**src/rtl/tft_pkg.sv**
```systemverilog
// Shared definitions for the 480x272 TFT picture path: geometry, RGB565 palette,
// colorbar lookup and the bounce-controller types.
package tft_pkg;

    localparam logic [9:0] H_VALID     = 10'd480;
    localparam logic [9:0] V_VALID     = 10'd272;
    localparam logic [9:0] BAR_WIDTH   = 10'd48;
    localparam logic [9:0] PIX_INVALID = 10'h3FF;

    localparam logic [15:0] RGB_RED     = 16'hF800;
    localparam logic [15:0] RGB_GREEN   = 16'h07E0;
    localparam logic [15:0] RGB_BLUE    = 16'h001F;
    localparam logic [15:0] RGB_MAGENTA = 16'hF81F;
    localparam logic [15:0] RGB_YELLOW  = 16'hFFE0;
    localparam logic [15:0] RGB_CYAN    = 16'h07FF;
    localparam logic [15:0] RGB_WHITE   = 16'hFFFF;
    localparam logic [15:0] RGB_BLACK   = 16'h0000;
    localparam logic [15:0] RGB_ORANGE  = 16'hFC00;
    localparam logic [15:0] RGB_GRAY    = 16'h8410;

    typedef enum logic [1:0] {
        ST_IDLE  = 2'd0,
        ST_COUNT = 2'd1,
        ST_MOVE  = 2'd2
    } bounce_state_e;

    // dir = 1 moves toward the far edge (right / down), dir = 0 toward zero.
    typedef struct packed {
        logic [9:0] pos;
        logic       dir;
    } axis_t;

    function automatic logic [15:0] barColor(input logic [9:0] x);
        logic [9:0] idx;
        idx = x / BAR_WIDTH;
        case (idx)
            10'd0:   barColor = RGB_RED;
            10'd1:   barColor = RGB_GREEN;
            10'd2:   barColor = RGB_BLUE;
            10'd3:   barColor = RGB_MAGENTA;
            10'd4:   barColor = RGB_YELLOW;
            10'd5:   barColor = RGB_CYAN;
            10'd6:   barColor = RGB_WHITE;
            10'd7:   barColor = RGB_BLACK;
            10'd8:   barColor = RGB_ORANGE;
            10'd9:   barColor = RGB_GRAY;
            default: barColor = RGB_BLACK;
        endcase
    endfunction

    // The forward sum is widened to 11 bits so a large position can never wrap past the limit.
    function automatic axis_t stepAxis(input axis_t cur, input logic [9:0] limit,
                                       input logic [9:0] step);
        axis_t nxt;
        nxt = cur;
        if (cur.dir) begin
            if (({1'b0, cur.pos} + {1'b0, step}) >= {1'b0, limit}) begin
                nxt.pos = limit;
                nxt.dir = 1'b0;
            end else begin
                nxt.pos = cur.pos + step;
            end
        end else begin
            if (cur.pos <= step) begin
                nxt.pos = '0;
                nxt.dir = 1'b1;
            end else begin
                nxt.pos = cur.pos - step;
            end
        end
        return nxt;
    endfunction

endpackage

```
**src/rtl/tft_pic_bounce_if.sv**
```systemverilog
// Pixel request/response bundle between the TFT timing controller and the picture source.
interface tft_pic_bounce_if;

    logic [9:0]  pix_x;
    logic [9:0]  pix_y;
    logic        move_en;
    logic [15:0] pix_data;
    logic        frame_end;

    modport master (
        output pix_x,
        output pix_y,
        output move_en,
        input  pix_data,
        input  frame_end
    );

    modport slave (
        input  pix_x,
        input  pix_y,
        input  move_en,
        output pix_data,
        output frame_end
    );

endinterface

```
**src/rtl/tft_bounce_pos.sv**
```systemverilog
// Square position controller: counts frames and steps the square once every FRAME_DIV frames,
// always right after frame_end so the visible picture never changes mid-frame.
module tft_bounce_pos
    import tft_pkg::*;
#(
    parameter int unsigned BLK_SIZE   = 32,
    parameter int unsigned STEP       = 2,
    parameter int unsigned FRAME_DIV  = 2,
    parameter logic [9:0]  X_INIT     = 10'd0,
    parameter logic [9:0]  Y_INIT     = 10'd0,
    parameter logic        DIR_X_INIT = 1'b1,
    parameter logic        DIR_Y_INIT = 1'b1
) (
    input  logic       tft_clk,
    input  logic       sys_rst_n,
    input  logic       frame_end_i,
    input  logic       move_en_i,
    output logic [9:0] x_pos_o,
    output logic [9:0] y_pos_o
);

    localparam logic [9:0]  X_LIMIT  = H_VALID - 10'(BLK_SIZE);
    localparam logic [9:0]  Y_LIMIT  = V_VALID - 10'(BLK_SIZE);
    localparam logic [9:0]  STEP_W   = 10'(STEP);
    localparam logic [15:0] CNT_LAST = 16'(FRAME_DIV - 1);

    bounce_state_e state_q, state_d;
    logic [15:0]   frameCnt_q, frameCnt_d;
    axis_t         xAxis_q, xAxis_d;
    axis_t         yAxis_q, yAxis_d;

    always_ff @(posedge tft_clk) begin
        if (!sys_rst_n) begin
            state_q    <= ST_IDLE;
            frameCnt_q <= '0;
            xAxis_q    <= '{pos: X_INIT, dir: DIR_X_INIT};
            yAxis_q    <= '{pos: Y_INIT, dir: DIR_Y_INIT};
        end else begin
            state_q    <= state_d;
            frameCnt_q <= frameCnt_d;
            xAxis_q    <= xAxis_d;
            yAxis_q    <= yAxis_d;
        end
    end

    // A deasserted move_en beats a coincident frame_end; an entered MOVE still completes.
    always_comb begin
        state_d    = state_q;
        frameCnt_d = frameCnt_q;
        xAxis_d    = xAxis_q;
        yAxis_d    = yAxis_q;
        case (state_q)
            ST_IDLE: begin
                frameCnt_d = '0;
                if (move_en_i) begin
                    state_d = ST_COUNT;
                end
            end
            ST_COUNT: begin
                if (!move_en_i) begin
                    state_d    = ST_IDLE;
                    frameCnt_d = '0;
                end else if (frame_end_i) begin
                    if (frameCnt_q >= CNT_LAST) begin
                        frameCnt_d = '0;
                        state_d    = ST_MOVE;
                    end else begin
                        frameCnt_d = frameCnt_q + 16'd1;
                    end
                end
            end
            ST_MOVE: begin
                xAxis_d    = stepAxis(xAxis_q, X_LIMIT, STEP_W);
                yAxis_d    = stepAxis(yAxis_q, Y_LIMIT, STEP_W);
                frameCnt_d = '0;
                state_d    = move_en_i ? ST_COUNT : ST_IDLE;
            end
            default: begin
                state_d    = ST_IDLE;
                frameCnt_d = '0;
            end
        endcase
    end

    assign x_pos_o = xAxis_q.pos;
    assign y_pos_o = yAxis_q.pos;

endmodule

```
**src/rtl/tft_pic_bounce.sv**
```systemverilog
// Picture source for the TFT path: colorbar background with a bouncing solid square,
// one registered pixel per cycle plus a frame_end pulse on the last active pixel.
module tft_pic_bounce
    import tft_pkg::*;
#(
    parameter int unsigned BLK_SIZE   = 32,
    parameter int unsigned STEP       = 2,
    parameter int unsigned FRAME_DIV  = 2,
    parameter logic [15:0] BLK_COLOR  = 16'hFFFF,
    parameter logic [9:0]  X_INIT     = 10'd0,
    parameter logic [9:0]  Y_INIT     = 10'd0,
    parameter logic        DIR_X_INIT = 1'b1,
    parameter logic        DIR_Y_INIT = 1'b1
) (
    input logic             tft_clk,
    input logic             sys_rst_n,
    tft_pic_bounce_if.slave bus
);

    localparam logic [9:0] BLK_W = 10'(BLK_SIZE);

    logic [9:0]  xPos, yPos;
    logic [15:0] pixData_q, pixData_d;
    logic        frameEnd_q, frameEnd_d;
    logic        inActive, inBlock;

    tft_bounce_pos #(
        .BLK_SIZE   (BLK_SIZE),
        .STEP       (STEP),
        .FRAME_DIV  (FRAME_DIV),
        .X_INIT     (X_INIT),
        .Y_INIT     (Y_INIT),
        .DIR_X_INIT (DIR_X_INIT),
        .DIR_Y_INIT (DIR_Y_INIT)
    ) uPos (
        .tft_clk     (tft_clk),
        .sys_rst_n   (sys_rst_n),
        .frame_end_i (frameEnd_q),
        .move_en_i   (bus.move_en),
        .x_pos_o     (xPos),
        .y_pos_o     (yPos)
    );

    // Blanking codes and out-of-range coordinates take priority over the square and the bars.
    always_comb begin
        pixData_d  = RGB_BLACK;
        inActive   = (bus.pix_x != PIX_INVALID) && (bus.pix_y != PIX_INVALID) &&
                     (bus.pix_x < H_VALID) && (bus.pix_y < V_VALID);
        inBlock    = (bus.pix_x >= xPos) && (bus.pix_x < (xPos + BLK_W)) &&
                     (bus.pix_y >= yPos) && (bus.pix_y < (yPos + BLK_W));
        frameEnd_d = (bus.pix_x == (H_VALID - 10'd1)) && (bus.pix_y == (V_VALID - 10'd1));
        if (inActive) begin
            pixData_d = inBlock ? BLK_COLOR : barColor(bus.pix_x);
        end
    end

    always_ff @(posedge tft_clk) begin
        if (!sys_rst_n) begin
            pixData_q  <= RGB_BLACK;
            frameEnd_q <= 1'b0;
        end else begin
            pixData_q  <= pixData_d;
            frameEnd_q <= frameEnd_d;
        end
    end

    assign bus.pix_data  = pixData_q;
    assign bus.frame_end = frameEnd_q;

endmodule

```
**src/flat_wrapper.sv**
```systemverilog
// flat-port wrapper written by rule: the top's interface ports become plain ports
module tft_pic_bounce_flat import tft_pkg::*;
#(
    parameter int unsigned BLK_SIZE   = 32,
    parameter int unsigned STEP       = 2,
    parameter int unsigned FRAME_DIV  = 2,
    parameter logic [15:0] BLK_COLOR  = 16'hFFFF,
    parameter logic [9:0]  X_INIT     = 10'd0,
    parameter logic [9:0]  Y_INIT     = 10'd0,
    parameter logic        DIR_X_INIT = 1'b1,
    parameter logic        DIR_Y_INIT = 1'b1
)
  (tft_clk, sys_rst_n, bus_pix_x, bus_pix_y, bus_move_en, bus_pix_data, bus_frame_end);
  tft_pic_bounce_if bus_i ();
  input logic tft_clk;
  input logic sys_rst_n;
  input wire logic [$bits(bus_i.pix_x)-1:0] bus_pix_x;
  input wire logic [$bits(bus_i.pix_y)-1:0] bus_pix_y;
  input wire logic [$bits(bus_i.move_en)-1:0] bus_move_en;
  output wire logic [$bits(bus_i.pix_data)-1:0] bus_pix_data;
  output wire logic [$bits(bus_i.frame_end)-1:0] bus_frame_end;
  assign bus_i.pix_x = bus_pix_x;
  assign bus_i.pix_y = bus_pix_y;
  assign bus_i.move_en = bus_move_en;
  assign bus_pix_data = bus_i.pix_data;
  assign bus_frame_end = bus_i.frame_end;
  tft_pic_bounce #(.BLK_SIZE(BLK_SIZE), .STEP(STEP), .FRAME_DIV(FRAME_DIV), .BLK_COLOR(BLK_COLOR), .X_INIT(X_INIT), .Y_INIT(Y_INIT), .DIR_X_INIT(DIR_X_INIT), .DIR_Y_INIT(DIR_Y_INIT)) u_core (.tft_clk(tft_clk), .sys_rst_n(sys_rst_n), .bus(bus_i));
endmodule
```
**config.mk**
```make
export PLATFORM = sky130hd
export DESIGN_NAME = tft_pic_bounce_flat
export DESIGN_NICKNAME = d
export VERILOG_FILES = /design/src/rtl/tft_pkg.sv /design/src/rtl/tft_pic_bounce_if.sv /design/src/rtl/tft_bounce_pos.sv /design/src/rtl/tft_pic_bounce.sv /design/src/flat_wrapper.sv
export SDC_FILE = /design/constraint.sdc
export NUM_CORES = 1
export LEC_CHECK = 0
export ABC_AREA = 1
export BUFFER_PORTS_ARGS = -buffer_cell sky130_fd_sc_hd__buf_2
export CORE_MARGIN = 8
export CORE_UTILIZATION = 55
export CTS_BUF_LIST = sky130_fd_sc_hd__clkbuf_8 sky130_fd_sc_hd__clkbuf_16
export DETAILED_ROUTE_END_ITERATION = 10
export GPL_TIMING_DRIVEN = 0
export PLACE_DENSITY = 0.9
export SLEW_MARGIN = 20
export SYNTH_ARGS = -nofsm -noshare
export SYNTH_HDL_FRONTEND = slang
export SYNTH_HIERARCHICAL = 1
export SYNTH_SLANG_ARGS = --single-unit
```
**constraint.sdc**
```tcl
create_clock -name tft_clk -period 2 [get_ports tft_clk]
set_input_delay 0.4 -clock tft_clk [delete_from_list [all_inputs] [get_ports tft_clk]]
set_output_delay 0.4 -clock tft_clk [all_outputs]
set_load 0.02 [all_outputs]
```
==> flow_metrics.tcl <==
set metrics [dict create \
    status "complete, but fails checks" \
    violations "negative setup slack" \
    relSlewSlack_pct 42.1 \
    coreArea_sq_um 7140 \
    switchingPower_mw 0.610 \
    drv_cap 0 \
    setup_viol 6 \
    synth_edf_count 0 \
    start_util_pct 56.1 \
    yosys-top-cells-count "nand2_1 (129), inv_1 (73), nor2_1 (64)" \
    drive_gt1_share_pct 27.6 \
    syn_to_final_growth_pct 20.1 \
    vias 4231 \
    vias_per_cell 5.55 \
    drt-initial-drc-count 225 \
    ys_ff_latch 45 \
    p_comb_share_pct 20.3 \
    ys_top_cells_by_area "dfxtp_1 (23%), ha_1 (14%), nand2_1 (12%), inv_1 (6.8%), nor2_1 (6.0%)" \
    cp_slowest_stage_delay_ns 0.40 \
    placementRows 31 \
    grt_pass1_vias 4060 \
    gp_congestion 0.958 \
    p_per_area_nw_per_um2 395 \
    port_buffers 39 \
    synth_async_sr_flop_share_pct 0 \
    max_freq_ghz 0.466 \
    crit_chain "buf_4 -> inv_1 -> ha_1 -> nand2_1 -> nor2_2 -> nand3_1 -> and3_1 -> o41ai_1 -> nand4_1 -> buf_6 -> a21oi_2" \
    fin_worst_skew_ns 0.00674 \
    hold_viol 0 \
    holdCritPathClass "in -> reg" \
    final_nets 730 \
    tightest_slew_ns 0.868 \
    dp.cells 739 \
    fin_crit_sh_pct 107 \
    postSynthCellCount 600 \
    overflow 0 \
    h-tree-depth 2 \
    synthesis.area_sq_um 4000 \
    syn_avg_cell_area_sq_um 6.67 \
    clk_pin_slew_ns 0.10 \
    power.leakage_nw 2.25 \
    critPathArrivalTime_ns 2.38 \
    critPathMaxFanout 6 \
    ctsHoldBuffers 0 \
    io_pins 40 \
    power_frac_seq_pct 46.8 \
    cp-start-kind "flip-flop" \
    dr.pass1.iters 5 \
    drcViolationCount 0 \
    yosys.area.top_type "dfxtp_1" \
    yosysMostFrequentCell "nand2_1" \
    vdd_drop_max_v 0.000314 \
    finalMaxSlewViolations 0 \
    grt_max_degree 17 \
    die_x_um 101 \
    swShare_pct 32.1 \
    setup_slack_ns -0.147 \
    grt_pass1_wl_um 17500 \
    ys_warn_count 6 \
    cts_tree "yes" \
    cp_slowest_cell "dfxtp_4" \
    rsz0062_at_grt "yes" \
    netlist-cell-type-count 44 \
    wl_per_cell_um 14.6 \
    layoutNonFillerInstCount 763 \
    grt_util_all_layers_pct 20.8 \
    multi_input_area_sq_um 2740 \
    seq_area_frac_synth_pct 22.5 \
    ant_nets 0 \
    ys.flop_type "dfxtp_1" \
    post-dp-hpwl_um 7570 \
    die_area_sq_um 10300 \
    path_delay_family "simple AND/OR/NAND/NOR gates" \
    intPower_mw 1.29 \
    clk_path_buf_depth 2 \
    path_class "reg -> reg" \
    worst_skew_pair.late_latency_ns 0.31 \
    cts_sinks 45 \
    crit_path_end_kind "flip-flop" \
    wirelength_um 11200 \
    total_power_mw 1.90 \
    fillers 598 \
    cts_made_buffers 5 \
    register_area_sq_um 940 \
    crit_required_ns 2.23 \
    worstPathBufferInverterCount 3 \
    yosysTopAreaCellShare_pct 22.5 \
    antennaDiodeCount 0 \
    period_needed_ns 2.15 \
    clkPwrFrac_pct 32.8 \
    cts_root_buffer "clkbuf_8" \
    antenna_found_initial 0 \
    die_h_um 101 \
]
## metrics by stage
step | utilization [%] | hold slack [ns] | setup WS [ns] | TNS [ns] | cell area (sq um)
after detailed placement | 60.7 | 0.436 | -0.416 | -2.38 | 4330
after floorplan | - | 0.422 | 0.00939 | 0 | 4010
after global placement | 60.7 | 0.431 | -0.315 | -1.77 | 4330
after global routing | 67.3 | 0.337 | -0.189 | -1.06 | 4810
after CTS | 65.0 | 0.342 | -0.0236 | -0.0362 | 4640
final | 67.3 | 0.358 | -0.147 | -0.734 | 4810
## power groups by stage
stage	clock, mW	combinational, mW	sequential [mW]
6_report	0.623	0.386	0.889
5_1_grt	0.678	0.420	0.890
4_1_cts	0.634	0.333	0.890
3_5_place_dp	0	0.305	0.922
3_3_place_gp	0	0.290	0.922
2_1_floorplan	0	0.206	0.925
## worst register-to-register path: stages (launching register included)
cell and delay, ns:
dfxtp_4 0.40, buf_4 0.13, inv_1 0.04, ha_1 0.29, nand2_1 0.12, nor2_2 0.13, nand3_1 0.09, and3_1 0.21
o41ai_1 0.09, nand4_1 0.23, buf_6 0.20, a21oi_2 0.14
## area by class of cell
cell class                      count  share of cell area, %
Timing Repair Buffer               59                   7.50
Multi-Input combinational cell    437                   56.9
Clock buffer                        5                   1.43
Clock inverter                      3                  0.521
Inverter                           80                   6.40
Buffer                             35                   5.08
Tap cell                           99                   2.58
Sequential cell                    45                   19.6
## kinds of logic (layout without fill, tap and decap cells)
group	after synthesis	after routing	share of synthesized area, %
AOI/OAI and AO/OA	88	88	12.6
xor gates and xnor gates	17	17	3.72
adders and majority gates	44	44	13.8
buffers and inverters	119	182	14.4
DFF	45	45	22.5
other	1	2	0.0937
and+or+nand+nor	286	286	33.0
## what timing repair did
item / CTS / global route
gates resized for setup: 42 / 31
pin swaps: 15 / 19
endpoints found under the setup margin: 6 / 9
setup buffers: 16 / 4
## path summary, 6_finish.rpt
path	depth (start not counted)	to	slack (ns)	start
max reg2reg	11	u_core/bus.pix_data[15]$_SDFF_PN0_	-0.15	u_core/uPos/y_pos_o[9]$_SDFFE_PN0P_
min reg2reg	2	u_core/uPos/frameCnt_q[6]$_SDFFE_PN0P_	0.45	u_core/uPos/frameCnt_q[6]$_SDFFE_PN0P_
max	11	u_core/bus.pix_data[15]$_SDFF_PN0_	-0.15	u_core/uPos/y_pos_o[9]$_SDFFE_PN0P_
min	2	u_core/bus.frame_end$_SDFF_PN0_	0.36	bus_pix_y[9]
## metal layers
| layer | track usage, % | vias to the layer above | part of all wire (%) |
|---|---|---|---|
| met5 | 0 | - | 0 |
| met4 | 9.51 | 0 | 3.7 |
| met1 | 21.7 | 1911 | 39 |
| met3 | 3.99 | 50 | 7.5 |
| li1 | - | 2061 | - |
| met2 | 39.0 | 209 | 50 |
## state kept, by name (all words and copies together), names as in the netlist
name                    cells
u_core/uPos/x_pos_o         9
u_core/uPos/y_pos_o         9
u_core/uPos/state_q         2
u_core/uPos/xAxis_q         1
u_core/uPos/yAxis_q         1
u_core/uPos/frameCnt_q     16
u_core/bus.frame_end        1
u_core/bus.pix_data         6
## cell usage in the layout, fill, tap and decap left out, drive strengths merged, types with 3 or more instances in the layout
cell and n:
nand2 141, buf 90, inv 81, nor2 69, a21oi 45, dfxtp 45, ha 44, nand3 39
o21ai 28, nand4 15, xor2 14, nor4 11, clkbuf 9, nor3 7, xnor2 3, a211oi 3
Note: power is estimated with default switching activity, not from simulation.
